### src/rtl/pulse_emitter_pkg.sv
// pulse_emitter_pkg
// Shared definitions for the pulse emitter: the FSM state encoding, the
// width of the HIGH/LOW width counter, and a helper that checks whether a
// cycle-count parameter fits in that counter.
package pulse_emitter_pkg;

    localparam int CNT_W = 8;

    typedef enum logic [1:0] {
        ST_IDLE = 2'd0,
        ST_HIGH = 2'd1,
        ST_LOW  = 2'd2
    } state_e;

    // A width parameter is usable when it is at least one cycle and still
    // fits in the 8-bit width counter.
    function automatic bit cycles_ok(input int n);
        return (n >= 1) && (n <= 255);
    endfunction

endpackage

### src/rtl/pulse_emitter_sat_counter.sv
// sat_counter
// Saturating up/down counter used as the pending-event queue depth.
//   clk, reset : clock and asynchronous active-high reset
//   inc_i      : request one increment this cycle
//   dec_i      : request one decrement this cycle (ignored when empty)
//   count_o    : current count (registered)
//   ovf_o      : strobe, high when an increment is dropped because the
//                counter is full and nothing is leaving this cycle
module sat_counter #(
    parameter int WIDTH = 4
) (
    input  logic             clk,
    input  logic             reset,
    input  logic             inc_i,
    input  logic             dec_i,
    output logic [WIDTH-1:0] count_o,
    output logic             ovf_o
);

    localparam logic [WIDTH-1:0] MAX_COUNT = '1;

    logic [WIDTH-1:0] count_q;
    logic [WIDTH-1:0] count_d;
    logic             do_dec;
    logic             do_inc;

    always_comb begin
        do_dec  = dec_i && (count_q != '0);
        // A simultaneous decrement frees a slot, so a full counter still
        // accepts the increment in that case.
        ovf_o   = inc_i && (count_q == MAX_COUNT) && !do_dec;
        do_inc  = inc_i && !ovf_o;
        count_d = count_q;
        if (do_inc && !do_dec) begin
            count_d = count_q + 1'b1;
        end else if (do_dec && !do_inc) begin
            count_d = count_q - 1'b1;
        end
    end

    always_ff @(posedge clk or posedge reset) begin
        if (reset) begin
            count_q <= '0;
        end else begin
            count_q <= count_d;
        end
    end

    assign count_o = count_q;

endmodule

### src/rtl/pulse_emitter.sv
// pulse_emitter
// Turns single-cycle event strobes into stretched pulses of HIGH_CYCLES
// followed by at least LOW_CYCLES low, so that an edge-capturing receiver in
// a slower or unrelated clock domain can see every event. Events that arrive
// while a pulse is in flight are queued in a saturating counter.
//   clk, reset : clock and asynchronous active-high reset
//   event_in   : one request per cycle high
//   clear_ovf  : synchronous clear of the sticky overflow flag
//   pulse_out  : registered stretched pulse line
//   busy       : FSM is emitting (HIGH or LOW phase)
//   pending    : queued events not yet started
//   overflow   : sticky, an event was dropped because the queue was full
module pulse_emitter
    import pulse_emitter_pkg::*;
#(
    parameter int HIGH_CYCLES = 4,
    parameter int LOW_CYCLES  = 4,
    parameter int PEND_W      = 4
) (
    input  logic              clk,
    input  logic              reset,
    input  logic              event_in,
    input  logic              clear_ovf,
    output logic              pulse_out,
    output logic              busy,
    output logic [PEND_W-1:0] pending,
    output logic              overflow
);

    if (!cycles_ok(HIGH_CYCLES)) begin : g_bad_high
        $error("pulse_emitter: HIGH_CYCLES must be within 1..255");
    end
    if (!cycles_ok(LOW_CYCLES)) begin : g_bad_low
        $error("pulse_emitter: LOW_CYCLES must be within 1..255");
    end

    // The counter is loaded with N-1 and the phase ends when it reads zero,
    // giving exactly N cycles per phase.
    localparam logic [CNT_W-1:0] HIGH_LOAD = CNT_W'(HIGH_CYCLES - 1);
    localparam logic [CNT_W-1:0] LOW_LOAD  = CNT_W'(LOW_CYCLES - 1);

    state_e            state_q, state_d;
    logic [CNT_W-1:0]  cnt_q, cnt_d;
    logic              pulse_q, pulse_d;
    logic              busy_q, busy_d;
    logic              overflow_q, overflow_d;
    logic              pend_dec;
    logic              pend_ovf;
    logic [PEND_W-1:0] pend_cnt;

    sat_counter #(
        .WIDTH (PEND_W)
    ) u_pending (
        .clk     (clk),
        .reset   (reset),
        .inc_i   (event_in),
        .dec_i   (pend_dec),
        .count_o (pend_cnt),
        .ovf_o   (pend_ovf)
    );

    always_comb begin
        state_d  = state_q;
        cnt_d    = cnt_q;
        pulse_d  = pulse_q;
        pend_dec = 1'b0;
        case (state_q)
            ST_IDLE: begin
                if (pend_cnt != '0) begin
                    state_d  = ST_HIGH;
                    cnt_d    = HIGH_LOAD;
                    pulse_d  = 1'b1;
                    pend_dec = 1'b1;
                end
            end
            ST_HIGH: begin
                if (cnt_q == '0) begin
                    state_d = ST_LOW;
                    cnt_d   = LOW_LOAD;
                    pulse_d = 1'b0;
                end else begin
                    cnt_d = cnt_q - 1'b1;
                end
            end
            ST_LOW: begin
                if (cnt_q == '0) begin
                    // Chain straight into the next pulse so back-to-back
                    // pulses keep a period of HIGH_CYCLES + LOW_CYCLES.
                    if (pend_cnt != '0) begin
                        state_d  = ST_HIGH;
                        cnt_d    = HIGH_LOAD;
                        pulse_d  = 1'b1;
                        pend_dec = 1'b1;
                    end else begin
                        state_d = ST_IDLE;
                        cnt_d   = '0;
                    end
                end else begin
                    cnt_d = cnt_q - 1'b1;
                end
            end
            default: begin
                state_d = ST_IDLE;
                cnt_d   = '0;
                pulse_d = 1'b0;
            end
        endcase

        busy_d = (state_d != ST_IDLE);

        // A drop on the same edge as a clear leaves the flag set.
        if (pend_ovf) begin
            overflow_d = 1'b1;
        end else if (clear_ovf) begin
            overflow_d = 1'b0;
        end else begin
            overflow_d = overflow_q;
        end
    end

    always_ff @(posedge clk or posedge reset) begin
        if (reset) begin
            state_q    <= ST_IDLE;
            cnt_q      <= '0;
            pulse_q    <= 1'b0;
            busy_q     <= 1'b0;
            overflow_q <= 1'b0;
        end else begin
            state_q    <= state_d;
            cnt_q      <= cnt_d;
            pulse_q    <= pulse_d;
            busy_q     <= busy_d;
            overflow_q <= overflow_d;
        end
    end

    assign pulse_out = pulse_q;
    assign busy      = busy_q;
    assign pending   = pend_cnt;
    assign overflow  = overflow_q;

endmodule

### config.mk
export PLATFORM = sky130hd
export DESIGN_NAME = pulse_emitter
export DESIGN_NICKNAME = d
export VERILOG_FILES = /design/src/rtl/pulse_emitter_pkg.sv /design/src/rtl/pulse_emitter_sat_counter.sv /design/src/rtl/pulse_emitter.sv
export SDC_FILE = /design/constraint.sdc
export NUM_CORES = 1
export LEC_CHECK = 0
export CORE_MARGIN = 1
export CORE_UTILIZATION = 55
export DETAILED_ROUTE_END_ITERATION = 8
export GPL_TIMING_DRIVEN = 0
export PLACE_DENSITY_LB_ADDON = 0.25
export SLEW_MARGIN = 20
export SYNTH_ARGS = -nofsm -noshare
export SYNTH_HDL_FRONTEND = slang
export SYNTH_SLANG_ARGS = --single-unit
### constraint.sdc
create_clock -name clk -period 4.2 [get_ports clk]
set_clock_uncertainty 0.15 [all_clocks]
set_input_delay 0.63 -clock clk [delete_from_list [all_inputs] [get_ports clk]]
set_output_delay 0.63 -clock clk [all_outputs]
set_load 0.1 [all_outputs]
Yosys cells after proc, flatten, opt, wreduce, memory -nomap -nowiden
Cells that the tools add are included.

word-level totals
  flip-flop bits (word level) = 17
  output and inout bits = 7
  logic and storage cells = 52
  input port bits = 4

cells by class
  $add $sub $neg = 3
  equality and inequality tests = 6
  reduce and logical (&&, ||, !) cells = 16
  muxes and demuxes = 21

operator list
  cell                 count
  $mux 8               3
  $pmux 8 s3           1
  $logic_not 8->1      1
  $mux 1               8
  $mux 2               4
  $mux 4               2
  $sub 8x1->8 const B  1
  $logic_and 1x1->1    6
  $ne 2x2->1 const B   3
  $pmux 2 s3           1
  $reduce_bool 2->1    3
  $add 4x1->4 const B  1
  $eq 4x4->1 const B   1
  $reduce_bool 4->1    1
  $sub 4x1->4 const B  1
  $logic_not 1->1      3
  $pmux 1 s3           1
  $eq 2x1->1 const B   1
  $eq 2x2->1 const B   1
  $logic_not 2->1      1
  $pmux 1 s2           1
  $reduce_and 2->1     1

Longest topological paths before layout
  word-level depth = 13
  depth in mapped cells = 13
  depth with buffers taken out = 13

Hierarchy
From an unflattened synthesis, not the netlist that was laid out.

unflattened totals
  cell total of the unflattened synthesis = 115
  area total of the unflattened synthesis = 1129.8 sq um

modules (own cells, without submodules)
  module         cells an instance  sequential area each (sq um)  times used  area each (sq um)
  pulse_emitter  82                 325.3                         1           790.8
  sat_counter    33                 100.1                         1           339.1

Worst setup path before layout
No wires, ideal clock.

  path kind = register to register
  from = register u_pending.count_q[0], in the netlist u_pending.count_o[0]
  to = register u_pending.count_q[3], in the netlist u_pending.count_o[3]
  required time = 3.924 ns
  period minus slack after synthesis = 3.658 ns
  cell stages (with the launch flop) = 12
  path buffers = 0
  data arrival time = 3.382 ns
  setup slack = 0.542 ns
  setup time = 0.126 ns
  path through = dfrtp_1 -> nor4_2 -> nor2_1 -> and2_1 -> o31a_1 -> ha_1 -> inv_1 -> ha_1 -> a21o_1 -> a2111oi_0 -> a31oi_1 -> a221o_1

on the way
  longest elaborated chain between the ends = 12
  elaborated cells on any way between the ends = 19
  classes of those cells = add/sub (2); eq/ne (1); mux (5); reduce/logical (11)

RTL lines
  item                                RTL line                                                                   source
  start, declared                     pulse_emitter_sat_counter.sv:22                                            logic [WIDTH-1:0] count_q;
  start signal, assigned              pulse_emitter_sat_counter.sv:45                                            count_q <= count_d;
  $reduce_bool 4->1                   pulse_emitter_sat_counter.sv:28, pulse_emitter.sv:69, pulse_emitter.sv:89
  $mux 1                              pulse_emitter.sv:69, pulse_emitter.sv:89
  $mux 1                              pulse_emitter.sv:86                                                        if (cnt_q == '0) begin
  $pmux 1 s2                          pulse_emitter.sv:67                                                        case (state_q)
  $logic_and 1x1->1                   pulse_emitter_sat_counter.sv:28                                            do_dec = dec_i && (count_q != '0);
  $logic_not 1->1                     pulse_emitter_sat_counter.sv:31, pulse_emitter_sat_counter.sv:34
  $logic_and 1x1->1                   pulse_emitter_sat_counter.sv:31                                            ovf_o = inc_i && (count_q == MAX_COUNT) && !do_dec;
  $logic_not 1->1                     pulse_emitter_sat_counter.sv:32                                            do_inc = inc_i && !ovf_o;
  $logic_and 1x1->1                   pulse_emitter_sat_counter.sv:32
  $logic_not 1->1                     pulse_emitter_sat_counter.sv:36                                            end else if (do_dec && !do_inc) begin
  $logic_and 1x1->1                   pulse_emitter_sat_counter.sv:36
  $reduce_bool 2->1 (no source line)  n/a

Parallel ways exist; a longest one is shown, timed or not. The select of a mux whose other input is x is not followed.
A chain may end at the register's enable or synchronous reset.

Worst setup path in the final report
  from = register cnt_q[0]
  to = register u_pending.count_q[3], in the netlist u_pending.count_o[3]

on the way
  longest elaborated chain between the ends = 11
  elaborated cells on any way between the ends = 13
  classes of those cells = mux (3); reduce/logical (10)

RTL lines
  item                                RTL line                                                          source
  start, declared                     pulse_emitter.sv:43                                               logic [CNT_W-1:0] cnt_q, cnt_d;
  start signal, assigned              pulse_emitter.sv:130                                              cnt_q <= cnt_d;
  $logic_not 8->1 (*)                 pulse_emitter.sv:86
  $mux 1 (*)                          pulse_emitter.sv:86
  $pmux 1 s2 (*)                      pulse_emitter.sv:67
  $logic_and 1x1->1 (*)               pulse_emitter_sat_counter.sv:28
  $logic_not 1->1                     pulse_emitter_sat_counter.sv:31, pulse_emitter_sat_counter.sv:34
  $logic_and 1x1->1                   pulse_emitter_sat_counter.sv:31
  $logic_not 1->1                     pulse_emitter_sat_counter.sv:32
  $logic_and 1x1->1                   pulse_emitter_sat_counter.sv:32
  $logic_not 1->1                     pulse_emitter_sat_counter.sv:36
  $logic_and 1x1->1                   pulse_emitter_sat_counter.sv:36
  $reduce_bool 2->1 (no source line)  n/a

Every way passes the cells marked *; elsewhere a longest branch is shown, timed or not.

==> summary.md <==
| Metric | Value |
|---|---|
| Outcome | finished clean |
| Site Rows | 15 |
| Max_cap viols | 0 |
| DP Area | roughly 1200 sq um |
| XOR/XNOR share of the synthesized area | 0.04867 |
| Number of port buffers | 10 |
| Seq/Total Area, Yosys | 0.3940 |
| Core area | 1783 sq um |
| Fin crit share | 0.8599 |
| Resize count post-CTS | 0 |
| Commonest non-fill, non-tap cell in the layout | dfrtp_1 |
| Maximum number of pins on one net before global-route repair | 18 |
| Ys async rst share | 1.000 |
| Nets | between 100 and 150 |
| Final Max Tran Viols | 0 |
| Min Hold Slack | between 0.3 and 0.4 ns |
| DRC viols | 0 |
| Ratio of cells with drive above 1 in the final layout | 0.1102 |
| CTS root buffer | clkbuf_4 |
| GR Overflow Total | 0 |
| Final setup TNS | 0 ns |
| Cells after Synth | 113 |
| Crit-path most repeated cell | ha_1 |
| Unrepaired setup endpoints after global routing | false |
| Drt total wl | approximately 2100 um |
| Commonest non-fill, non-tap cells in the layout | 17 x dfrtp_1, 10 x clkdlybuf4s50_1, 9 x nor2_1, 9 x a21oi_1 |
| Clk pin slew, worst setup/hold paths | roughly 0.10 ns |
| Startpoint Class | flip-flop |
| Drt first-iter violations | 15 |
| Crit path arrival time | between 3 and 4 ns |
| Hold Fails Final Rpt | 0 |
| Post CTS Setup Buffer Count | 0 |
| Seq cells post-synth | 17 |
| R2R setup slack | about 0.6 ns |
| Max transition margin | 0.3509 |
| Synthesis-to-layout area growth | 14.60% |
| Top Family by Delay on Critical Path | compound AO/OA/AOI/OAI gates |
| Die Span Y | between 40 and 50 um |
| Post-synthesis mux area share | 0.01043 |
| CP bufs+invs | 2 |
| Final instance area | between 1000 and 1500 sq um |
| Avg WL per Cell | 13.91 um |
| Number of flops mapped to enable cells by yosys | 0 |
| Io pins | 11 |
| Clk_lat worst skew | around 0.29 ns |
| CP Capture Type | flip-flop |
| Crit Path Category | flip-flop to flip-flop |
| Vias in the first global route | around 840 |
| Unique masters post-synth | between 40 and 50 |
| Die Area | 2145 sq um |
| H-tree depth | 1 |
| CP max FO | 5 |
| Antenna violations before repair | 0 |
| First-pass GRT wire length | 3629 um |
| FMAX | approximately 280 MHz |
| Tot GR Track Use | 0.2428 |
| Drt via density | 6.066 |
| Final antenna-violating net count | 0 |
| Cts bufs inserted | 3 |
| Yosys warns | 0 |
| CTS tree | yes |
| Simple-Gate Fraction of Synth Area | 0.2063 |
| Placement Setup Slack | 0.6213 ns |
| Slew @ Worst Pin | roughly 0.97 ns |
| Hold Path Class | flip-flop to flip-flop |
| Cts-stage hold buffer count | 0 |
| Final setup viols | 0 |
| Synth Net Count | between 100 and 150 |
| Final setup margin | approximately 0.6 ns |
| Critical-path cell list | inv_1 -> ha_1 -> or3b_2 -> o21ai_1 -> and2_1 -> o31a_1 -> ha_1 -> inv_1 -> ha_1 -> a21o_1 -> a2111oi_0 -> a31oi_1 -> a221o_1 |
| Maximum clock insertion buffer count | 2 |
| Worst stage delay on the critical path | 0.53 ns |
| Effective utilization at floorplan | 0.6056 |
| Critical-path top delay cell | or3b_2 |
| Min cycle time layout | 3.612 ns |
| Post-Syn Area | between 1000 and 1500 sq um |
| Largest family of logic cells by synthesized area | compound AO/OA/AOI/OAI gates |
| Die width | roughly 46 um |
| Worst EP required | between 4 and 5 ns |
| Post-synth top flop | dfrtp_1 |
| Vias | about 900 |
| Dpl hpwl | 1567 um |
| Clk sinks | 17 |
| Synth Area in Adders | 0.06489 |
| Syn_area_per_cell | between 9 and 10 sq um |
| Synth Area in Compound Gates | 0.2329 |
| ANT cells | 0 |
| DRT Pass-1 Iters | 4 |
| GPL Wtd Cong | 0.8307 |
-- through the flow --
step                      instances  utilization
after floorplan                 113            -
after global placement          148       0.6793
after detailed placement        148       0.6793
after CTS                       152       0.6940
after global routing            152       0.6940
final                           152       0.6940
-- final cells by class --
type	instances	area [sq um]
multi-input cells	85	608.1
fillers	148	545.5
flip-flops and latches	17	425.4
repair buffers	10	100.1
well taps	25	31.28
clock buffers	4	26.28
inverters	7	26.28
plain buffers	4	20.02
-- routing by layer --
layer | vias to the layer above | track usage | share of wire
met5 | - | 0 | 0
met4 | 0 | 0.1235 | 0.020
met3 | 6 | 0.04706 | 0.046
met2 | 36 | 0.3722 | 0.48
met1 | 429 | 0.3226 | 0.45
li1 | 451 | - | -
-- state kept, by name, summed over array words and instances, names as in the netlist --
signal	cells
cnt_q	8
u_pending.count_o	4
state_q	2
busy	1
overflow	1
pulse_out	1
-- worst paths after layout --
kind	start	end	cells after the start
setup / recovery	cnt_q[0]	u_pending.count_o[3]	13
hold reg to reg	cnt_q[7]	cnt_q[7]	1
setup reg to reg	cnt_q[0]	u_pending.count_o[3]	13
min in group asynchronous	reset	u_pending.count_o[3]	2
hold / removal	cnt_q[7]	cnt_q[7]	1
max in group asynchronous	reset	u_pending.count_o[2]	2
-- cell usage after synthesis, types with 2 or more instances --
library cell,count,share of area
xnor2_1,5,0.041
inv_1,7,0.024
ha_1,4,0.046
or4_4,2,0.021
nand2b_1,2,0.012
o21ai_1,3,0.014
dfrtp_1,17,0.39
a31oi_1,2,0.012
nor3_1,4,0.019
nor4_2,2,0.023
a21oi_1,9,0.042
a21boi_0,3,0.021
nor4_1,2,0.012
nand2_1,7,0.024
o21ai_0,6,0.028
clkbuf_1,2,0.0070
nor2_1,9,0.031
a2111oi_0,2,0.016
-- logic make-up (layout without fill, tap and decap cells) --
| family | count (synthesis) | in the layout |
|---|---|---|
| and+or+nand+nor | 37 | 37 |
| AOI/OAI and AO/OA | 36 | 36 |
| DFF | 17 | 17 |
| buffers and inverters | 11 | 25 |
| xor gates and xnor gates | 6 | 6 |
| adders and majority gates | 5 | 5 |
| muxes | 1 | 1 |
Power is not shown: default switching activity piles up to over one toggle a cycle in this logic, so the estimate is an artifact.
